`config.mk`:
```
export PLATFORM = sky130hd
export DESIGN_NAME = lsu_bus_master
export DESIGN_NICKNAME = d
export VERILOG_FILES = /design/src/rtl/lsu_bus_master_pkg.sv /design/src/rtl/lsu_load_fmt.sv /design/src/rtl/lsu_bus_master.sv
export SDC_FILE = /design/constraint.sdc
export NUM_CORES = 1
export LEC_CHECK = 0
export BUFFER_PORTS_ARGS = -buffer_cell sky130_fd_sc_hd__buf_2
export CAP_MARGIN = 30
export CORE_UTILIZATION = 40
export DETAILED_ROUTE_END_ITERATION = 10
export PLACE_DENSITY = 0.74
export SYNTH_ARGS = -nofsm -noshare
export SYNTH_HDL_FRONTEND = slang
export SYNTH_SLANG_ARGS = --single-unit
```
`constraint.sdc`:
```
create_clock -name clk -period 4.5 [get_ports clk]
set_input_delay 0.45 -clock clk [delete_from_list [all_inputs] [get_ports clk]]
set_output_delay 0.45 -clock clk [all_outputs]
set_load 0.01 [all_outputs]
```
`src/rtl/lsu_bus_master_pkg.sv`:
```
// rtl/lsu_bus_master_pkg.sv - shared types and decode helpers for the load/store bus master
//
// Holds the FSM state encoding, the RV32I load/store funct3 codes and the
// small decode functions used by the top level and the load formatter.

package lsu_bus_master_pkg;

    typedef enum logic [2:0] {
        S_IDLE     = 3'd0,
        S_ERR      = 3'd1,
        S_ST       = 3'd2,
        S_LD_ISSUE = 3'd3,
        S_LD_WAIT  = 3'd4,
        S_RESP     = 3'd5
    } lsu_state_t;

    // Loads use all five codes; stores only the first three.
    localparam logic [2:0] F3_B  = 3'b000;
    localparam logic [2:0] F3_H  = 3'b001;
    localparam logic [2:0] F3_W  = 3'b010;
    localparam logic [2:0] F3_BU = 3'b100;
    localparam logic [2:0] F3_HU = 3'b101;

    // Access size in bytes, from the low two funct3 bits.
    function automatic logic [2:0] access_bytes(input logic [1:0] f3_size);
        case (f3_size)
            2'b00:   return 3'd1;
            2'b01:   return 3'd2;
            default: return 3'd4;
        endcase
    endfunction

    // Unsigned variants exist only for loads.
    function automatic logic funct3_legal(input logic we, input logic [2:0] f3);
        case (f3)
            F3_B, F3_H, F3_W: return 1'b1;
            F3_BU, F3_HU:     return !we;
            default:          return 1'b0;
        endcase
    endfunction

endpackage

```
`src/rtl/lsu_load_fmt.sv`:
```
// rtl/lsu_load_fmt.sv - combinational load data extraction and extension
//
// Ports:
//   word    in  32  raw memory word; byte at offset k sits in word[31-8k -: 8]
//   offset  in  2   byte offset of the access inside the word (already aligned)
//   funct3  in  3   load width/sign code
//   result  out 32  sign- or zero-extended load value (0 for unknown codes)

module lsu_load_fmt
    import lsu_bus_master_pkg::*;
(
    input  logic [31:0] word,
    input  logic [1:0]  offset,
    input  logic [2:0]  funct3,
    output logic [31:0] result
);

    // The responder returns bytes in descending lane order, so offset 0 is the MSB.
    function automatic logic [7:0] byte_at(input logic [31:0] w, input logic [1:0] k);
        case (k)
            2'd0:    return w[31:24];
            2'd1:    return w[23:16];
            2'd2:    return w[15:8];
            default: return w[7:0];
        endcase
    endfunction

    logic [7:0] b_lo;
    logic [7:0] b_hi;

    always_comb begin
        b_lo = byte_at(word, offset);
        // Halfwords are only ever at offset 0 or 2, so the +1 never wraps in use.
        b_hi = byte_at(word, offset + 2'd1);
        case (funct3)
            F3_B:    result = {{24{b_lo[7]}}, b_lo};
            F3_BU:   result = {24'd0, b_lo};
            F3_H:    result = {{16{b_hi[7]}}, b_hi, b_lo};
            F3_HU:   result = {16'd0, b_hi, b_lo};
            F3_W:    result = {word[7:0], word[15:8], word[23:16], word[31:24]};
            default: result = 32'd0;
        endcase
    end

endmodule

```
`src/rtl/lsu_bus_master.sv`:
```
// rtl/lsu_bus_master.sv - RV32I load/store initiator for the word-addressed data memory
//
// Ports:
//   clk, rstn                 clock, asynchronous active-low reset
//   req_valid/req_ready       request handshake; ready only while idle
//   req_we, req_funct3        store/load select and width/sign code
//   req_addr, req_wdata       byte address and right-justified store data
//   resp_valid                one-cycle completion pulse
//   resp_rdata, resp_err      extended load result, error flag
//   mem_strb, mem_addr        read strobe and word-aligned byte address
//   mem_wdata, mem_wmask      lane-formatted store data and byte enables
//   mem_rdata                 read word, valid the cycle after mem_strb

module lsu_bus_master
    import lsu_bus_master_pkg::*;
#(
    parameter int MEM_BYTES   = 2048,
    parameter bit CHECK_ALIGN = 1'b1
) (
    input  logic        clk,
    input  logic        rstn,
    input  logic        req_valid,
    output logic        req_ready,
    input  logic        req_we,
    input  logic [2:0]  req_funct3,
    input  logic [31:0] req_addr,
    input  logic [31:0] req_wdata,
    output logic        resp_valid,
    output logic [31:0] resp_rdata,
    output logic        resp_err,
    output logic        mem_strb,
    output logic [31:0] mem_addr,
    output logic [31:0] mem_wdata,
    output logic [3:0]  mem_wmask,
    input  logic [31:0] mem_rdata
);

    lsu_state_t  state_q, state_d;

    logic [2:0]  ld_funct3_q, ld_funct3_d;
    logic [1:0]  ld_off_q, ld_off_d;

    logic        resp_valid_d, resp_err_d, mem_strb_d;
    logic [31:0] resp_rdata_d, mem_addr_d, mem_wdata_d;
    logic [3:0]  mem_wmask_d;

    logic [2:0]  size;
    logic        legal, misaligned, out_of_range, req_err;
    logic [1:0]  eff_off;
    logic [32:0] last_addr;
    logic [3:0]  st_mask;
    logic [31:0] st_data;
    logic [31:0] ld_result;

    assign req_ready = (state_q == S_IDLE);

    // Request decode, evaluated on the live request fields at the accept edge.
    always_comb begin
        size       = access_bytes(req_funct3[1:0]);
        legal      = funct3_legal(req_we, req_funct3);
        misaligned = 1'b0;
        if (CHECK_ALIGN) begin
            misaligned = ((size == 3'd2) && req_addr[0]) ||
                         ((size == 3'd4) && (req_addr[1:0] != 2'b00));
        end
        // With alignment checking off, low bits are dropped instead of flagged.
        case (size)
            3'd1:    eff_off = req_addr[1:0];
            3'd2:    eff_off = {req_addr[1], 1'b0};
            default: eff_off = 2'b00;
        endcase
        // 33 bits so an access near 4 GiB cannot wrap back into range.
        last_addr    = {1'b0, req_addr[31:2], eff_off} + {30'd0, size} - 33'd1;
        out_of_range = (last_addr >= 33'(MEM_BYTES));
        req_err      = !legal || misaligned || out_of_range;
    end

    // Store lane formatting: byte i of the data goes to lane eff_off+i.
    always_comb begin
        case (req_funct3[1:0])
            2'b00: begin
                st_mask = 4'b0001 << eff_off;
                st_data = {24'd0, req_wdata[7:0]} << {eff_off, 3'b000};
            end
            2'b01: begin
                st_mask = 4'b0011 << eff_off;
                st_data = {16'd0, req_wdata[15:0]} << {eff_off, 3'b000};
            end
            default: begin
                st_mask = 4'b1111;
                st_data = req_wdata;
            end
        endcase
    end

    lsu_load_fmt u_load_fmt (
        .word   (mem_rdata),
        .offset (ld_off_q),
        .funct3 (ld_funct3_q),
        .result (ld_result)
    );

    // Next state plus next values of every registered output.
    always_comb begin
        state_d      = state_q;
        ld_funct3_d  = ld_funct3_q;
        ld_off_d     = ld_off_q;
        mem_addr_d   = mem_addr;
        mem_strb_d   = 1'b0;
        mem_wmask_d  = 4'b0000;
        mem_wdata_d  = 32'd0;
        resp_valid_d = 1'b0;
        resp_err_d   = resp_err;
        resp_rdata_d = resp_rdata;

        case (state_q)
            S_IDLE: begin
                if (req_valid) begin
                    mem_addr_d  = {req_addr[31:2], 2'b00};
                    ld_funct3_d = req_funct3;
                    ld_off_d    = eff_off;
                    if (req_err) begin
                        state_d      = S_ERR;
                        resp_valid_d = 1'b1;
                        resp_err_d   = 1'b1;
                        resp_rdata_d = 32'd0;
                    end else if (req_we) begin
                        state_d     = S_ST;
                        mem_wmask_d = st_mask;
                        mem_wdata_d = st_data;
                    end else begin
                        state_d    = S_LD_ISSUE;
                        mem_strb_d = 1'b1;
                    end
                end
            end
            S_ERR: begin
                state_d = S_IDLE;
            end
            S_ST: begin
                state_d      = S_RESP;
                resp_valid_d = 1'b1;
                resp_err_d   = 1'b0;
                resp_rdata_d = 32'd0;
            end
            S_LD_ISSUE: begin
                state_d = S_LD_WAIT;
            end
            S_LD_WAIT: begin
                // mem_rdata is valid now; format it straight into the response.
                state_d      = S_RESP;
                resp_valid_d = 1'b1;
                resp_err_d   = 1'b0;
                resp_rdata_d = ld_result;
            end
            S_RESP: begin
                state_d = S_IDLE;
            end
            default: begin
                state_d = S_IDLE;
            end
        endcase
    end

    always_ff @(posedge clk or negedge rstn) begin
        if (!rstn) begin
            state_q     <= S_IDLE;
            ld_funct3_q <= 3'd0;
            ld_off_q    <= 2'd0;
            mem_addr    <= 32'd0;
            mem_strb    <= 1'b0;
            mem_wmask   <= 4'b0000;
            mem_wdata   <= 32'd0;
            resp_valid  <= 1'b0;
            resp_err    <= 1'b0;
            resp_rdata  <= 32'd0;
        end else begin
            state_q     <= state_d;
            ld_funct3_q <= ld_funct3_d;
            ld_off_q    <= ld_off_d;
            mem_addr    <= mem_addr_d;
            mem_strb    <= mem_strb_d;
            mem_wmask   <= mem_wmask_d;
            mem_wdata   <= mem_wdata_d;
            resp_valid  <= resp_valid_d;
            resp_err    <= resp_err_d;
            resp_rdata  <= resp_rdata_d;
        end
    end

endmodule

```
==> results.cfg <==
[status]
status = completed

[floorplanning]
die_h_um = 137.9
start_util_pct = 40.96
die_w_um = 137.9
core_sq_um = 18020
pin_count = 207
die-area_sq_um = 19000
rows = 49

[clock_tree]
clk_latency_ns = 0.37
clk_pin_slew_worst_paths_ns = 0.08
clockRootBuffer = clkbuf_16
post_cts_buffers = 0
cts_buffer_depth = 2
cts_inserted_buffers = 9
cts_tree = yes
cts_sinks = 109
h-tree-depth = 3
cts_resized = 0

[worst_setup_path]
endpoint_kind = flop
crit_start = req_funct3[1]
crit_type = in -> reg
cp.arrival_ns = 4.43
rr_endpoint = mem_wdata[17]
critPathLaunchType = input port
worstSetupEndpoint = mem_wmask[0]
rr_worst_depth = 6
worstReg2RegStart = state_q[2]
required_ns = 4.77
reg2reg_slack_ns = 1.46
cp_max_fo = 14

[logic_synthesis]
synthFlopType = dfrtp_1
async_reset_ff_share_pct = 100.0
synth_cell_types = 62
syn_inst = 923
synth_seq_cells = 109
ys_warn_count = 0
synth_edf_count = 0
synth.cell_area_sq_um = 7382
ys_seq_area_share_pct = 36.95
avgSynthCellArea_sq_um = 7.998

[drt]
wl_um = 22650
avgRoutedWirePerCell_um = 17.07
first_pass_iters = 5
vias = 7602
drc_errors = 0
postRouteAntennaNets = 0
drtIter0Drc = 713
viasPerCell = 5.729

[layout]
drive_gt1_share_pct = 23.59
fin_area_sq_um = 8962
area_growth_pct = 21.41
diodes = 0
fin_util_pct = 49.72
nFillCells = 1804
finish.net_count = 1230

[hold_path]
hold_path.class = in -> reg
hold_start = req_we

[placement]
port-buffer-count = 204
place_hpwl_um = 16570
dpl-instance-area_sq_um = 8598
place_congestion = 0.8695

[sta]
rsz0062_at_grt = yes
finClkSkew_ns = 0.01368
setup_viol = 0
whs_ns = 0.2785
fin_crit_ns = 4.158
setup-tns-final_ns = 0
hold_violations = 0
timing.fmax_mhz = 240.5
relSlewSlack_pct = 25.94
timing.final.crit_share_pct = 92.40
final-max-slew-violation-count = 0
worstMarginPinSlew_ns = 1.107

[grt]
grt_overflow = 0
grt_max_degree = 73
antenna_found_initial = 0
grt_pass1_vias = 7001
grt_util_all_layers_pct = 23.35
grt_pass1_wl_um = 34900

[flow_run]
drv_cap = 0

[power_and_ir_drop]
p_leak_nw = 4.210
p_per_area_nw_per_um2 = 286.5
peakVddDrop_mv = 0.1820
cell usage after synthesis, drive strengths merged (2+ instances only):
cell | number | area (sq um)
a2111oi | 2 | 42.54
a211o | 14 | 122.6
a211oi | 19 | 142.6
a21boi | 2 | 15.02
a21o | 9 | 67.56
a21oi | 124 | 624.4
a221oi | 2 | 17.52
a22oi | 16 | 120.1
a31oi | 12 | 75.07
a32o | 2 | 20.02
and2 | 3 | 18.77
and3 | 5 | 31.28
buf | 12 | 60.05
clkbuf | 55 | 207.7
dfrtp | 109 | 2728
ha | 33 | 412.9
inv | 45 | 168.9
mux2 | 2 | 22.52
mux2i | 16 | 160.2
mux4 | 2 | 45.04
nand2 | 142 | 533.0
nand2b | 6 | 37.54
nand3 | 12 | 65.06
nand3b | 2 | 15.01
nand4 | 17 | 121.4
nor2 | 56 | 210.2
nor2b | 5 | 31.28
nor3 | 19 | 95.09
nor3b | 3 | 22.52
nor4 | 15 | 125.1
o211ai | 3 | 22.52
o21a | 6 | 45.04
o21ai | 84 | 420.4
o21bai | 3 | 22.52
o22ai | 5 | 31.28
o31a | 3 | 26.28
o31ai | 34 | 255.2
or2 | 2 | 12.51
or3 | 6 | 37.54
xnor2 | 3 | 26.28
xor2 | 2 | 17.52
state kept, by name, indices dropped and copies added (netlist names):
register / cells
mem_wmask: 4
mem_wdata: 32
mem_addr: 30
resp_valid: 1
ld_off_q: 2
mem_strb: 1
ld_funct3_q: 3
resp_rdata: 32
state_q: 3
resp_err: 1
worst max-delay path, cell delays in order:
cell and delay (ns):
buf_2 0.12, nor2b_1 0.14, inv_1 0.09, ha_1 0.29
inv_1 0.06, ha_1 0.20, inv_1 0.07, fa_1 0.36
nor2b_1 0.17, o31ai_1 0.12, a21o_1 0.18, and3_1 0.18
a2111oi_2 0.30, nand4_1 0.19, a2111oi_4 0.65, nand4_2 0.53
nor3b_1 0.32
per-layer routing:
layer | vias to the layer above | GRT usage, % | routed length, um
met4 | 0 | 7.729 | 465
met1 | 3619 | 31.12 | 10100
met3 | 34 | 2.668 | 1203
met5 | - | 0 | 0
li1 | 3688 | - | -
met2 | 261 | 39.25 | 10880
cells in the final DEF (no fill, tap or decap), types with 3 or more instances in the layout:
| cell | count |
|---|---|
| a211o_1 | 14 |
| buf_2 | 203 |
| a21o_1 | 9 |
| a31oi_1 | 12 |
| nor2_1 | 56 |
| nand2b_1 | 6 |
| o211ai_1 | 3 |
| xnor2_1 | 3 |
| inv_1 | 45 |
| and2_1 | 3 |
| ha_1 | 33 |
| nand4_1 | 16 |
| o31a_1 | 3 |
| dfrtp_1 | 109 |
| o22ai_1 | 5 |
| nor3_1 | 19 |
| nor4_2 | 5 |
| nor2b_1 | 5 |
| or3_1 | 6 |
| nand2_1 | 141 |
| mux2i_1 | 16 |
| a211oi_1 | 19 |
| o31ai_1 | 34 |
| clkinv_8 | 3 |
| nand3_1 | 11 |
| o21ai_0 | 82 |
| o21a_1 | 6 |
| clkbuf_16 | 9 |
| buf_4 | 17 |
| a21oi_1 | 123 |
| o21bai_1 | 3 |
| and3_1 | 5 |
| a22oi_1 | 16 |
| nor4_1 | 10 |
cell families (layout without fill, tap and decap cells):
group,Yosys count,count (layout),share of synthesized area [%]
fa+ha+maj,34,34,5.864
buf+inv,112,285,5.915
xor+xnor,5,5,0.5933
flops,109,109,36.95
compound gates,347,347,28.93
other cells,1,2,0.05080
simple gates,295,296,18.61
mux,20,20,3.085
power breakdown:
part           leakage (nW)  switching, mW  total (mW)  internal [mW]
Combinational          2.60          0.426       0.673          0.247
Sequential             1.46         0.0303        1.05           1.02
Clock                 0.153          0.441       0.844          0.403
worst min path at each step:
stage               cells past startpoint        endpoint  slack [ns]
floorplan                               0  ld_funct3_q[0]        0.15
global placement                        2     mem_addr[3]        0.46
detailed placement                      2    mem_addr[16]        0.47
CTS                                     1  resp_rdata[17]        0.25
global route                            2        mem_strb        0.27
finish                                  2        mem_strb        0.28
through the flow:
stage | instances | power, mW | worst slack (ns)
global route | 1327 | 2.703 | 0.003144
finish | 1327 | 2.568 | 0.3418
global placement | 1306 | 1.716 | 0.1021
floorplan | 924 | 1.494 | 0.3397
CTS | 1324 | 2.573 | 0.3689
detailed placement | 1308 | 1.728 | -0.01475
layout make-up:
class                      count  area (sq um)  area share [%]
tap                          229         286.5           3.197
sequential                   109          2728           30.43
multi-input combinational    704          4242           47.33
inverter                      45         168.9           1.885
clock buffer                   9         225.2           2.513
timing repair buffer         224          1224           13.65
clock inverter                 7         88.84          0.9912
what timing repair did:
item / CTS / global route
hold buffers: 0 / 1
hold endpoints to repair: 0 / 3
endpoints found under the setup margin: 0 / 3
Note: power is estimated with default switching activity, not from simulation.
